File: config.mk
export PLATFORM = sky130hd
export DESIGN_NAME = alsaqr_fpga_rst_seq
export DESIGN_NICKNAME = d
export VERILOG_FILES = /design/src/rtl/alsaqr_fpga_rst_seq.sv
export SDC_FILE = /design/constraint.sdc
export NUM_CORES = 1
export LEC_CHECK = 0
export CAP_MARGIN = 20
export CELL_PAD_IN_SITES_DETAIL_PLACEMENT = 1
export CELL_PAD_IN_SITES_GLOBAL_PLACEMENT = 2
export CORE_MARGIN = 5
export CORE_UTILIZATION = 40
export CTS_BUF_LIST = sky130_fd_sc_hd__clkbuf_8
export CTS_CLUSTER_SIZE = 28
export DETAILED_ROUTE_END_ITERATION = 7
export PLACE_DENSITY = 0.89
export SETUP_SLACK_MARGIN = 0.2
export SLEW_MARGIN = 20
export SYNTH_ARGS = -nofsm -noshare
export SYNTH_HDL_FRONTEND = slang
export SYNTH_SLANG_ARGS = --single-unit
File: constraint.sdc
create_clock -name clk_i -period 2.02 [get_ports clk_i]
set_input_delay 0.202 -clock clk_i [delete_from_list [all_inputs] [get_ports clk_i]]
set_output_delay 0.202 -clock clk_i [all_outputs]
set_load 0.005 [all_outputs]
File: src/rtl/alsaqr_fpga_rst_seq.sv
// Board reset sequencer: debounces the reset button, qualifies clock lock, then
// releases the SoC reset followed by the HyperBus reset; any press or lock loss restarts it.
module alsaqr_fpga_rst_seq #(
  parameter int SYNC_STAGES        = 2,
  parameter int DEBOUNCE_CYCLES    = 1024,
  parameter int LOCK_WAIT_CYCLES   = 256,
  parameter int HOLD_CYCLES        = 64,
  parameter int HYPER_DELAY_CYCLES = 16
) (
  input  logic       clk_i,
  input  logic       rst_ni,
  input  logic       pad_reset_i,
  input  logic       locked_i,
  output logic       soc_rst_no,
  output logic       hyper_rst_no,
  output logic       rst_done_o,
  output logic [1:0] state_o
);

  typedef enum logic [1:0] {
    WAIT_LOCK = 2'd0,
    HOLD      = 2'd1,
    SOC_RUN   = 2'd2,
    RUN       = 2'd3
  } state_e;

  localparam int MAX_HD = (HOLD_CYCLES > HYPER_DELAY_CYCLES) ? HOLD_CYCLES : HYPER_DELAY_CYCLES;
  localparam int MAX_C  = (LOCK_WAIT_CYCLES > MAX_HD) ? LOCK_WAIT_CYCLES : MAX_HD;
  localparam int CW     = $clog2(MAX_C + 1);
  localparam int DW     = $clog2(DEBOUNCE_CYCLES + 1);

  localparam logic [CW-1:0] LW_LAST = CW'(LOCK_WAIT_CYCLES - 1);
  localparam logic [CW-1:0] HO_LAST = CW'(HOLD_CYCLES - 1);
  localparam logic [CW-1:0] HD_LAST = CW'(HYPER_DELAY_CYCLES - 1);
  localparam logic [DW-1:0] DB_LAST = DW'(DEBOUNCE_CYCLES - 1);

  logic [SYNC_STAGES-1:0] pad_sync_q;
  logic [SYNC_STAGES-1:0] lock_sync_q;
  logic                   btn_sync;
  logic                   lock_sync;
  logic                   btn_db_q;
  logic [DW-1:0]          db_cnt_q;
  logic                   ok;

  state_e        state_q, state_d;
  logic [CW-1:0] cnt_q, cnt_d;
  logic          soc_d, hyper_d;

  // Synchronizers: the button idles "pressed" and lock idles "unlocked" so
  // nothing is released before real samples arrive.
  // NOTE: every clocked process uses non-blocking assignments so all flops
  // update from pre-edge values, independent of process ordering.
  always_ff @(posedge clk_i or negedge rst_ni) begin
    if (!rst_ni) begin
      pad_sync_q  <= '1;
      lock_sync_q <= '0;
    end else begin
      pad_sync_q  <= {pad_sync_q[SYNC_STAGES-2:0], pad_reset_i};
      lock_sync_q <= {lock_sync_q[SYNC_STAGES-2:0], locked_i};
    end
  end

  assign btn_sync  = pad_sync_q[SYNC_STAGES-1];
  assign lock_sync = lock_sync_q[SYNC_STAGES-1];

  always_ff @(posedge clk_i or negedge rst_ni) begin
    if (!rst_ni) begin
      btn_db_q <= 1'b1;
      db_cnt_q <= '0;
    end else if (btn_sync == btn_db_q) begin
      db_cnt_q <= '0;
    end else if (db_cnt_q == DB_LAST) begin
      btn_db_q <= btn_sync;
      db_cnt_q <= '0;
    end else begin
      db_cnt_q <= db_cnt_q + DW'(1);
    end
  end

  assign ok = !btn_db_q && lock_sync;

  // State register, shared phase counter and registered reset outputs.
  always_ff @(posedge clk_i or negedge rst_ni) begin
    if (!rst_ni) begin
      state_q      <= WAIT_LOCK;
      cnt_q        <= '0;
      soc_rst_no   <= 1'b0;
      hyper_rst_no <= 1'b0;
      rst_done_o   <= 1'b0;
    end else begin
      state_q      <= state_d;
      cnt_q        <= cnt_d;
      soc_rst_no   <= soc_d;
      hyper_rst_no <= hyper_d;
      rst_done_o   <= hyper_d;
    end
  end

  // NOTE: defaults at the top of every combinational process keep each
  // variable assigned on all paths, so no latches are inferred.
  always_comb begin
    state_d = state_q;
    cnt_d   = cnt_q;
    if (!ok) begin
      state_d = WAIT_LOCK;
      cnt_d   = '0;
    end else begin
      unique case (state_q)
        WAIT_LOCK: if (cnt_q == LW_LAST) begin
                     state_d = HOLD;
                     cnt_d   = '0;
                   end else begin
                     cnt_d = cnt_q + CW'(1);
                   end
        HOLD:      if (cnt_q == HO_LAST) begin
                     state_d = SOC_RUN;
                     cnt_d   = '0;
                   end else begin
                     cnt_d = cnt_q + CW'(1);
                   end
        SOC_RUN:   if (cnt_q == HD_LAST) begin
                     state_d = RUN;
                     cnt_d   = '0;
                   end else begin
                     cnt_d = cnt_q + CW'(1);
                   end
        RUN:       cnt_d = '0;
        default:   state_d = WAIT_LOCK;
      endcase
    end
  end

  // Outputs are decoded from the next state and registered, so SoC release
  // always precedes HyperBus release and aborts drop both on the same edge.
  always_comb begin
    soc_d   = (state_d == SOC_RUN) || (state_d == RUN);
    hyper_d = (state_d == RUN);
  end

  assign state_o = state_q;

endmodule

==> results of run 1 <==
## repair_timing
item,CTS,global route
gates cloned,0,0
resized for setup,9,5
buffers inserted,8,6
endpoints found under the setup margin,10,10
pin swaps,5,8
## cell usage in the layout, fill, tap and decap left out, types with 3 or more instances in the layout
master / n
nand3_1: 6
clkbuf_8: 5
nor2_1: 17
dfstp_2: 3
nand4_1: 3
clkdlybuf4s50_1: 8
dfrtp_1: 26
nand2_1: 5
nor3_1: 4
buf_4: 18
xnor2_1: 8
xor2_1: 6
nor2b_1: 3
a21oi_1: 4
inv_1: 5
## power groups by stage
stage          Sequential (µW)  Clock [µW]  Combinational, µW
2_1_floorplan              615           0               28.0
3_3_place_gp               616           0               56.4
3_5_place_dp               617           0               57.6
4_1_cts                    605         461               66.2
5_1_grt                    606         499               82.3
6_report                   606         449               72.8
## synth_stat cells, drive strengths merged (2+ instances only)
master / count / area (µm²)
dfstp: 3 / 78.83
nor4: 2 / 18.77
nand4: 3 / 18.77
xor2: 6 / 52.55
inv: 5 / 18.77
nor2b: 4 / 25.02
xnor2: 8 / 70.07
a21oi: 4 / 20.02
and4: 2 / 17.52
nor3: 5 / 30.03
dfrtp: 26 / 650.6
nand2: 5 / 18.77
o21ai: 2 / 13.76
nor2: 19 / 71.32
ha: 4 / 50.05
nand3: 7 / 35.03
buf: 2 / 12.51
## registers in the layout (all words and copies together), names as in the netlist
register and flops:
btn_db_q 1, cnt_q 9, db_cnt_q 11, lock_sync_q 2, pad_sync_q 2, rst_done_o 1
soc_rst_no 1, state_o 2
## through the flow
stage	hold slack, ns	total power [µW]
after floorplan	-0.09359	643.4
after global placement	0.3331	672.3
after detailed placement	0.3373	674.4
after CTS	0.3144	1133
after global routing	0.3184	1188
final	0.3094	1128
## worst paths after layout
check	to	slack, ns	depth (start not counted)
worst max-delay path	cnt_q[7]	0.13	9
worst min-delay path	db_cnt_q[4]	0.31	2
worst max register to register	cnt_q[7]	0.13	9
worst min register to register	lock_sync_q[1]	0.35	0
max in group asynchronous	pad_sync_q[1]	1.40	2
min in group clk_i	pad_sync_q[0]	0.33	1
## layer usage
layer / share of wire [%] / wire, µm / vias up
li1: - / - / 474
met2: 55 / 1780 / 14
met5: 0 / 0 / -
met1: 41 / 1319 / 500
met3: 3.0 / 98 / 7
met4: 1.4 / 45 / 0
## kinds of logic after synthesis
family          after synthesis  synth area share, %
fa+ha+maj                     4                3.756
xor+xnor                     14                9.202
flops                        29                54.74
mux                           2                1.596
simple gates                 54                22.82
compound gates               10                5.540
buf+inv                       7                2.347
## cell type report
type	instances	area share, %
Clock buffer	5	3.945
Clock inverter	3	0.7891
Inverter	5	1.076
Multi-Input combinational cell	84	36.73
Sequential cell	29	41.82
Tap cell	46	3.300
Timing Repair Buffer	26	12.34
==> impl_results.md, run 1 <==
- Logic pwr share: 6.5%
- Crit path max-delay family: simple AND/OR/NAND/NOR gates
- Setup TNS: 0 ns
- Chip height: 67.72 µm
- Antenna viol nets, final: 0
- Clk Latency, worst-skew pair: 0.28 ns
- Final core occ: 53.10%
- Crit-path cells: ha_2, and2_4, nand3_4, inv_2, ha_4, nor2b_4, a311oi_4, o21ai_4, nor2_1
- Worst ir drop on vdd: 0.4642 mV
- RSZ-0062 raised after global routing: true
- Worst path required time: 2.22 ns
- Crit Reg-Reg Startpoint: cnt_q[0]
- # fillers: 377
- Clock-pin slew on the worst setup and hold paths: 0.06 ns
- FP Rows: 21
- Leakage power: 0.0007307 µW
- Initial antenna violation count: 0
- CTS tree: yes
- Worst-path fanout max: 8
- Max-slew violations: 0
- P_sw: 264.8 µW
- Placed cells: 176
- Power Internal: 862.9 µW
- 1st-iter DRT viols: 26
- CP bufs+invs: 1
- Depth of the CTS H-tree: 2
- Worst Setup Start Kind: flip-flop
- CTS Sinks: 29
- CORE AREA: 0.003284 mm²
- Crit path capture type: flip-flop
- Multi-input logic area: 640.6 µm²
- Hold buffer count at CTS: 0
- Clock Skew: 0.004547 ns
- Sw Ratio: 23.48%
- Vias in the first global route: 1078
- Finished Cell Area: 0.001744 mm²
- Inserted Clock Buffers: 5
- Final period util: 93.67%
- Drt pass-1 iters: 4
- Antenna cells: 0
- Area Overhead vs Synth: 30.89%
- Root Buffer: clkbuf_8
- First-pass GRT wire length: 5133 µm
- Post-synthesis sequential area ratio: 54.74%
- Slowest cell delay on critical path: 0.39 ns
- Met3 usage: 6.156%
- DRC Markers: 0
- Syn nets: 128
- Met2 GRT Util: 26.37%
- Placed Area: 0.001490 mm²
- Critical Path Source: cnt_q[0]
- Post-synth EDFFs: 0
- GPL Wtd Cong: 0.7927
- Netlist cell types: 34
- FF+latch count, synth: 29
- FF+latch area: 729.5 µm²
- Met1 Use GR: 17.66%
- Ys flop type: dfrtp_1
- Largest net degree at the start of global routing: 30
- Routed vias/inst: 5.025
- Max Clk Rate: 528.5 MHz
- Number of synthesis warnings: 0
- Cell Area, Synth: 0.001333 mm²
- Clock tree buffer depth: 2
- Post-DP HPWL: 1844 µm
- Worst slack, placed: 0.02640 ns
- MaxCap Viol Count: 0
- Non-Filler Instances: 198
- Post-synth ARST share: 100.0%
- Clock share of power: 39.8%
- Initial core utilization: 40.57%
- Slew HR: 70.64%
- Status: completed
- Crit path kind: flip-flop to flip-flop
- Synthesized netlist cell count: 120
- Worst Hold Class: primary input to async pin
- Layout Nets: 159
- Worst Path Arrival: 2.09 ns
- Endpoints failing hold: 0
- Post-DR wirelength/cell: 16.38 µm
- DIE AREA: 0.004585 mm²
- GRT overflow: 0
- Share of cells above drive strength 1: 30.26%
- Tot GR Track Use: 15.44%
- DIE WIDTH: 67.72 µm
- Syn_area_per_cell: 11.10 µm²
- Seq pwr share: 53.7%
- Final setup vio count: 0
- Critical path's slowest cell: dfrtp_1
- Grt peak-use layer: met2
- Power density over the cells: 646.6 mW/mm²
- Io pins: 9
- Via count: 995
- Minimum clock period: 1.892 ns
- Post-route setup slack: 0.1279 ns
- Port buffer count: 8
- Worst Tran Pin Value: 0.4373 ns
- DRT Wirelength: 3243 µm
Power figures use the tool's default switching activity.
==> run 2, diff against run 1 <==
--- a/config.mk
+++ b/config.mk
@@ -9,10 +9,11 @@
 export CELL_PAD_IN_SITES_DETAIL_PLACEMENT = 1
 export CELL_PAD_IN_SITES_GLOBAL_PLACEMENT = 2
 export CORE_MARGIN = 5
-export CORE_UTILIZATION = 40
+export CORE_UTILIZATION = 43
 export CTS_BUF_LIST = sky130_fd_sc_hd__clkbuf_8
 export CTS_CLUSTER_SIZE = 28
 export DETAILED_ROUTE_END_ITERATION = 7
+export DONT_BUFFER_PORTS = 1
 export PLACE_DENSITY = 0.89
 export SETUP_SLACK_MARGIN = 0.2
 export SLEW_MARGIN = 20
==> impl_results.md, run 2 (synthesis results as in run 1) <==
- Drt pass-1 iters: 4
- DIE WIDTH: 65.67 µm
- Worst Tran Pin Value: 0.4470 ns
- Worst Setup Start Kind: flip-flop
- Worst Hold Class: primary input to async pin
- Post-route setup slack: 0.1380 ns
- Clk Latency, worst-skew pair: 0.28 ns
- RSZ-0062 raised after global routing: true
- Clock-pin slew on the worst setup and hold paths: 0.06 ns
- # fillers: 318
- Worst Path Arrival: 2.08 ns
- Worst slack, placed: -0.03037 ns
- Inserted Clock Buffers: 5
- Post-DP HPWL: 1851 µm
- Io pins: 9
- Status: completed
- Placed cells: 154
- Final period util: 93.17%
- DIE AREA: 0.004312 mm²
- Final core occ: 57.25%
- Worst path required time: 2.22 ns
- Critical Path Source: cnt_q[2]
- Post-DR wirelength/cell: 17.60 µm
- FF+latch area: 729.5 µm²
- CP bufs+invs: 2
- DRT Wirelength: 3168 µm
- Root Buffer: clkbuf_8
- Antenna viol nets, final: 0
- Initial antenna violation count: 0
- Layout Nets: 154
- R2R cell count: 10
- Chip height: 65.67 µm
- Multi-input logic area: 654.4 µm²
- GRT overflow: 0
- Crit Reg-Reg Startpoint: cnt_q[2]
- Leakage power: 0.0007234 µW
- CORE AREA: 0.003003 mm²
- Worst-path fanout max: 4
- Commonest non-fill, non-tap cell in the layout: dfrtp_1
- Largest Register: db_cnt_q
- Share of cells above drive strength 1: 33.33%
- Non-Filler Instances: 180
- First-pass GRT wire length: 4954 µm
- Regs by FF count: db_cnt_q: 11 flops, cnt_q: 9 flops
- Max-slew violations: 0
- DRC Markers: 0
- Crit. path cell count: 10
- FP Rows: 20
- Placed Area: 0.001386 mm²
- 1st-iter DRT viols: 42
- Max reg flops: 11
- Finished Cell Area: 0.001719 mm²
- Crit-path cells: and4_4, and2_4, nand3_4, inv_2, ha_4, nor2b_4, a311oi_2, o21ai_2, buf_6, nor2_1
- Slowest cell delay on critical path: 0.39 ns
- Endpoints failing hold: 0
- Depth of the CTS H-tree: 2
- Overall Power: 1163 µW
- Port buffer count: 0
- Antenna cells: 0
- Largest net degree at the start of global routing: 30
- Slew HR: 70.02%
- Minimum clock period: 1.882 ns
- Worst ir drop on vdd: 0.4010 mV
- Crit path max-delay family: simple AND/OR/NAND/NOR gates
- Vias in the first global route: 1025
- Max Clk Rate: 531.4 MHz
- MaxCap Viol Count: 0
- Clock tree buffer depth: 2
- Routed vias/inst: 5.383
- Area Overhead vs Synth: 29.01%
- Commonest cells after routing, fill and taps aside: dfrtp_1 (26), buf_4 (15), nor2_1 (13), xnor2_1 (8)
- CTS Sinks: 29
- Final setup vio count: 0
- Via count: 969
- Crit path capture type: flip-flop
- Crit path kind: flip-flop to flip-flop
- Critical path's slowest cell: dfrtp_1
- CTS tree: yes
- Tot GR Track Use: 15.77%
- Power density over the cells: 676.5 mW/mm²
- Clock Skew: 0.009191 ns
- GPL Wtd Cong: 0.8564
- Initial core utilization: 44.38%
-- run 2: worst paths after layout --
check | slack (ns) | to
min in group clk_i | 0.36 | pad_sync_q[1]
hold / removal | 0.35 | rst_done_o
max in group asynchronous | 1.42 | pad_sync_q[0]
setup reg to reg | 0.14 | cnt_q[3]
hold reg to reg | 0.36 | pad_sync_q[1]
setup / recovery | 0.14 | cnt_q[3]
-- run 2: per-stage QoR --
step	hold slack, ns	setup TNS (ns)
finish	0.3540	0
global route	0.3583	0
CTS	0.3498	0
detailed placement	-0.09246	-0.03190
global placement	-0.09270	0
floorplan	-0.09359	0
-- run 2: power breakdown --
part           switching [µW]  leakage (µW)  internal, µW  total (µW)
Combinational            43.5      0.000285          38.5        82.1
Sequential               9.60      0.000385           597         606
Clock                     208     0.0000538           267         475
Total                     261      0.000723           902        1160
-- run 2: timing repair --
| item | 4_1_cts | 5_1_grt |
|---|---|---|
| endpoints found under the setup margin | 10 | 8 |
| gates resized for setup | 17 | 6 |
| endpoints found under the hold margin | 31 | 0 |
| gates cloned | 0 | 0 |
| pin swaps | 9 | 5 |
| setup buffers | 10 | 4 |
| hold buffers | 4 | 0 |
-- run 2: metal layers --
| layer | up-vias | GRT usage (%) | part of all wire (%) |
|---|---|---|---|
| li1 | 460 | - | - |
| met5 | - | 0 | 0 |
| met1 | 482 | 19.10 | 42 |
| met2 | 22 | 25.28 | 53 |
| met3 | 5 | 4.786 | 4.1 |
| met4 | 0 | 7.772 | 1.1 |
-- run 2: final cells by class --
class	count	share of cell area (%)
multi-input cells	84	38.06
well taps	33	2.402
inverters	5	1.092
repair buffers	21	10.77
clock buffers	6	4.803
flip-flops and latches	29	42.43
clock inverters	2	0.4367
==> run 3, diff against run 2 <==
--- a/config.mk
+++ b/config.mk
@@ -8,7 +8,6 @@
 export CAP_MARGIN = 20
 export CELL_PAD_IN_SITES_DETAIL_PLACEMENT = 1
 export CELL_PAD_IN_SITES_GLOBAL_PLACEMENT = 2
-export CORE_MARGIN = 5
 export CORE_UTILIZATION = 43
 export CTS_BUF_LIST = sky130_fd_sc_hd__clkbuf_8
 export CTS_CLUSTER_SIZE = 28
==> impl_results.md, run 3 (synthesis results as in run 1) <==
- Largest net degree at the start of global routing: 30
- Initial core utilization: 46.71%
- Overall Power: 1295 µW
- Commonest non-fill, non-tap cell in the layout: dfrtp_1
- Layout Nets: 154
- Regs by FF count: db_cnt_q: 11 flops, cnt_q: 9 flops
- Worst-path fanout max: 8
- RSZ-0062 raised after global routing: true
- DIE WIDTH: 57.67 µm
- MaxCap Viol Count: 0
- Post-DR wirelength/cell: 17.08 µm
- Finished Cell Area: 0.001737 mm²
- Endpoints failing hold: 0
- Routed vias/inst: 5.579
- DR top layer: met4
- Max Clk Rate: 538.1 MHz
- Leakage power: 0.0007327 µW
- Share of cells above drive strength 1: 31.97%
- Crit path capture type: flip-flop
- # fillers: 299
- First-pass GRT wire length: 5030 µm
- GRT overflow: 0
- Worst path required time: 2.23 ns
- Vias in the first global route: 1100
- Crit-path cells: ha_2, and2_4, nand3_4, inv_2, ha_4, nor2b_4, a311oi_4, o21ai_2, buf_6, nor2b_1
- Clock tree buffer depth: 2
- Metal3 WL: 95 µm
- Inserted Clock Buffers: 5
- Worst ir drop on vdd: 0.4649 mV
- Max reg flops: 11
- Clock Skew: 0.006591 ns
- Slew HR: 68.80%
- Post-Route M1 WL: 1275 µm
- CORE AREA: 0.002853 mm²
- Clock-pin slew on the worst setup and hold paths: 0.06 ns
- DRC Markers: 1
- Slowest cell delay on critical path: 0.39 ns
- FP Rows: 19
- Commonest cells after routing, fill and taps aside: dfrtp_1 (26), nor2_1 (15), buf_4 (15), xnor2_1 (8)
- CTS tree: yes
- Depth of the CTS H-tree: 2
- Critical path's slowest cell: dfrtp_1
- Worst Hold Class: flip-flop to flip-flop
- Area Overhead vs Synth: 30.33%
- DIE AREA: 0.003325 mm²
- Post-DP HPWL: 1766 µm
- Port buffer count: 0
- Worst Path Arrival: 2.06 ns
- Power density over the cells: 745.9 mW/mm²
- Root Buffer: clkbuf_8
- Initial antenna violation count: 0
- CTS Sinks: 29
- Final period util: 92.00%
- Largest Register: db_cnt_q
- Max-slew violations: 0
- Crit path kind: flip-flop to flip-flop
- Final core occ: 60.88%
- Worst Setup Start Kind: flip-flop
- Chip height: 57.67 µm
- Final setup vio count: 0
- Met2 WL: 1582 µm
- DRT Wirelength: 3040 µm
- Tot GR Track Use: 20.70%
- R2R cell count: 10
- Non-Filler Instances: 178
- Drt pass-1 iters: 6
- 1st-iter DRT viols: 20
- Minimum clock period: 1.858 ns
- Antenna cells: 0
- Io pins: 9
- Clk Latency, worst-skew pair: 0.28 ns
- Antenna viol nets, final: 0
- Hold path cells: 0
- Status: finished, violations left
- GPL Wtd Cong: 0.7887
- Setup TNS: 0 ns
- Failing checks: design-rule violations
- Placed cells: 152
- Via count: 993
- Worst Tran Pin Value: 0.4646 ns
- Placed Area: 0.001384 mm²
==> run 3: worst max-delay path: cells and delay by family (launching register included) <==
kind,cells,cell delay [ns]
and+or+nand+nor,4,0.48
DFF,1,0.39
AOI/OAI and AO/OA,2,0.38
adders and majority gates,2,0.33
buffers and inverters,2,0.22
==> run 3: final cells by class <==
type	count	area (µm²)	share of cell area, %
inverters	5	18.77	1.081
well taps	31	38.79	2.233
repair buffers	21	185.2	10.66
flip-flops and latches	29	729.5	42.00
clock buffers	6	82.58	4.755
multi-input cells	84	648.1	37.32
clock inverters	2	33.78	1.945
==> run 3: worst paths after layout <==
| check | endpoint | startpoint | slack [ns] |
|---|---|---|---|
| worst max-delay path | cnt_q[1] | cnt_q[1] | 0.16 |
| worst min-delay path | pad_sync_q[1] | pad_sync_q[0] | 0.35 |
| worst max register to register | cnt_q[1] | cnt_q[1] | 0.16 |
| worst min register to register | pad_sync_q[1] | pad_sync_q[0] | 0.35 |
| max in group asynchronous | pad_sync_q[0] | rst_ni | 1.41 |
| min in group asynchronous | db_cnt_q[9] | rst_ni | 0.38 |
==> run 3: timing repair <==
| item | CTS | global route |
|---|---|---|
| endpoints found under the hold margin | 31 | 0 |
| setup endpoints to repair | 10 | 10 |
| gates resized for setup | 12 | 7 |
| hold buffers | 4 | 0 |
| pin swaps | 5 | 6 |
| setup buffers | 11 | 3 |
==> run 3: per-stage QoR <==
stage	hold slack, ns	setup WS, ns
floorplan	-0.09359	0.2263
global placement	-0.09301	0.1125
CTS	0.3551	0.2091
global route	0.3570	0.05204
finish	0.3519	0.1617
detailed placement	-0.09303	0.01136
==> run 3: where the power goes <==
group / internal [µW] / total [µW] / leakage [µW] / switching [µW]
sequential: 597 / 606 / 0.000385 / 8.99
clock: 396 / 610 / 0.0000626 / 214
combinational: 37.3 / 79.7 / 0.000285 / 42.3
total: 1030 / 1300 / 0.000733 / 265
==> run 3: routing by layer <==
layer / up-vias / GRT usage (%)
met3: 9 / 6.696
met4: 0 / 11.90
met1: 505 / 23.77
met5: - / 0
li1: 462 / -
met2: 17 / 34.05
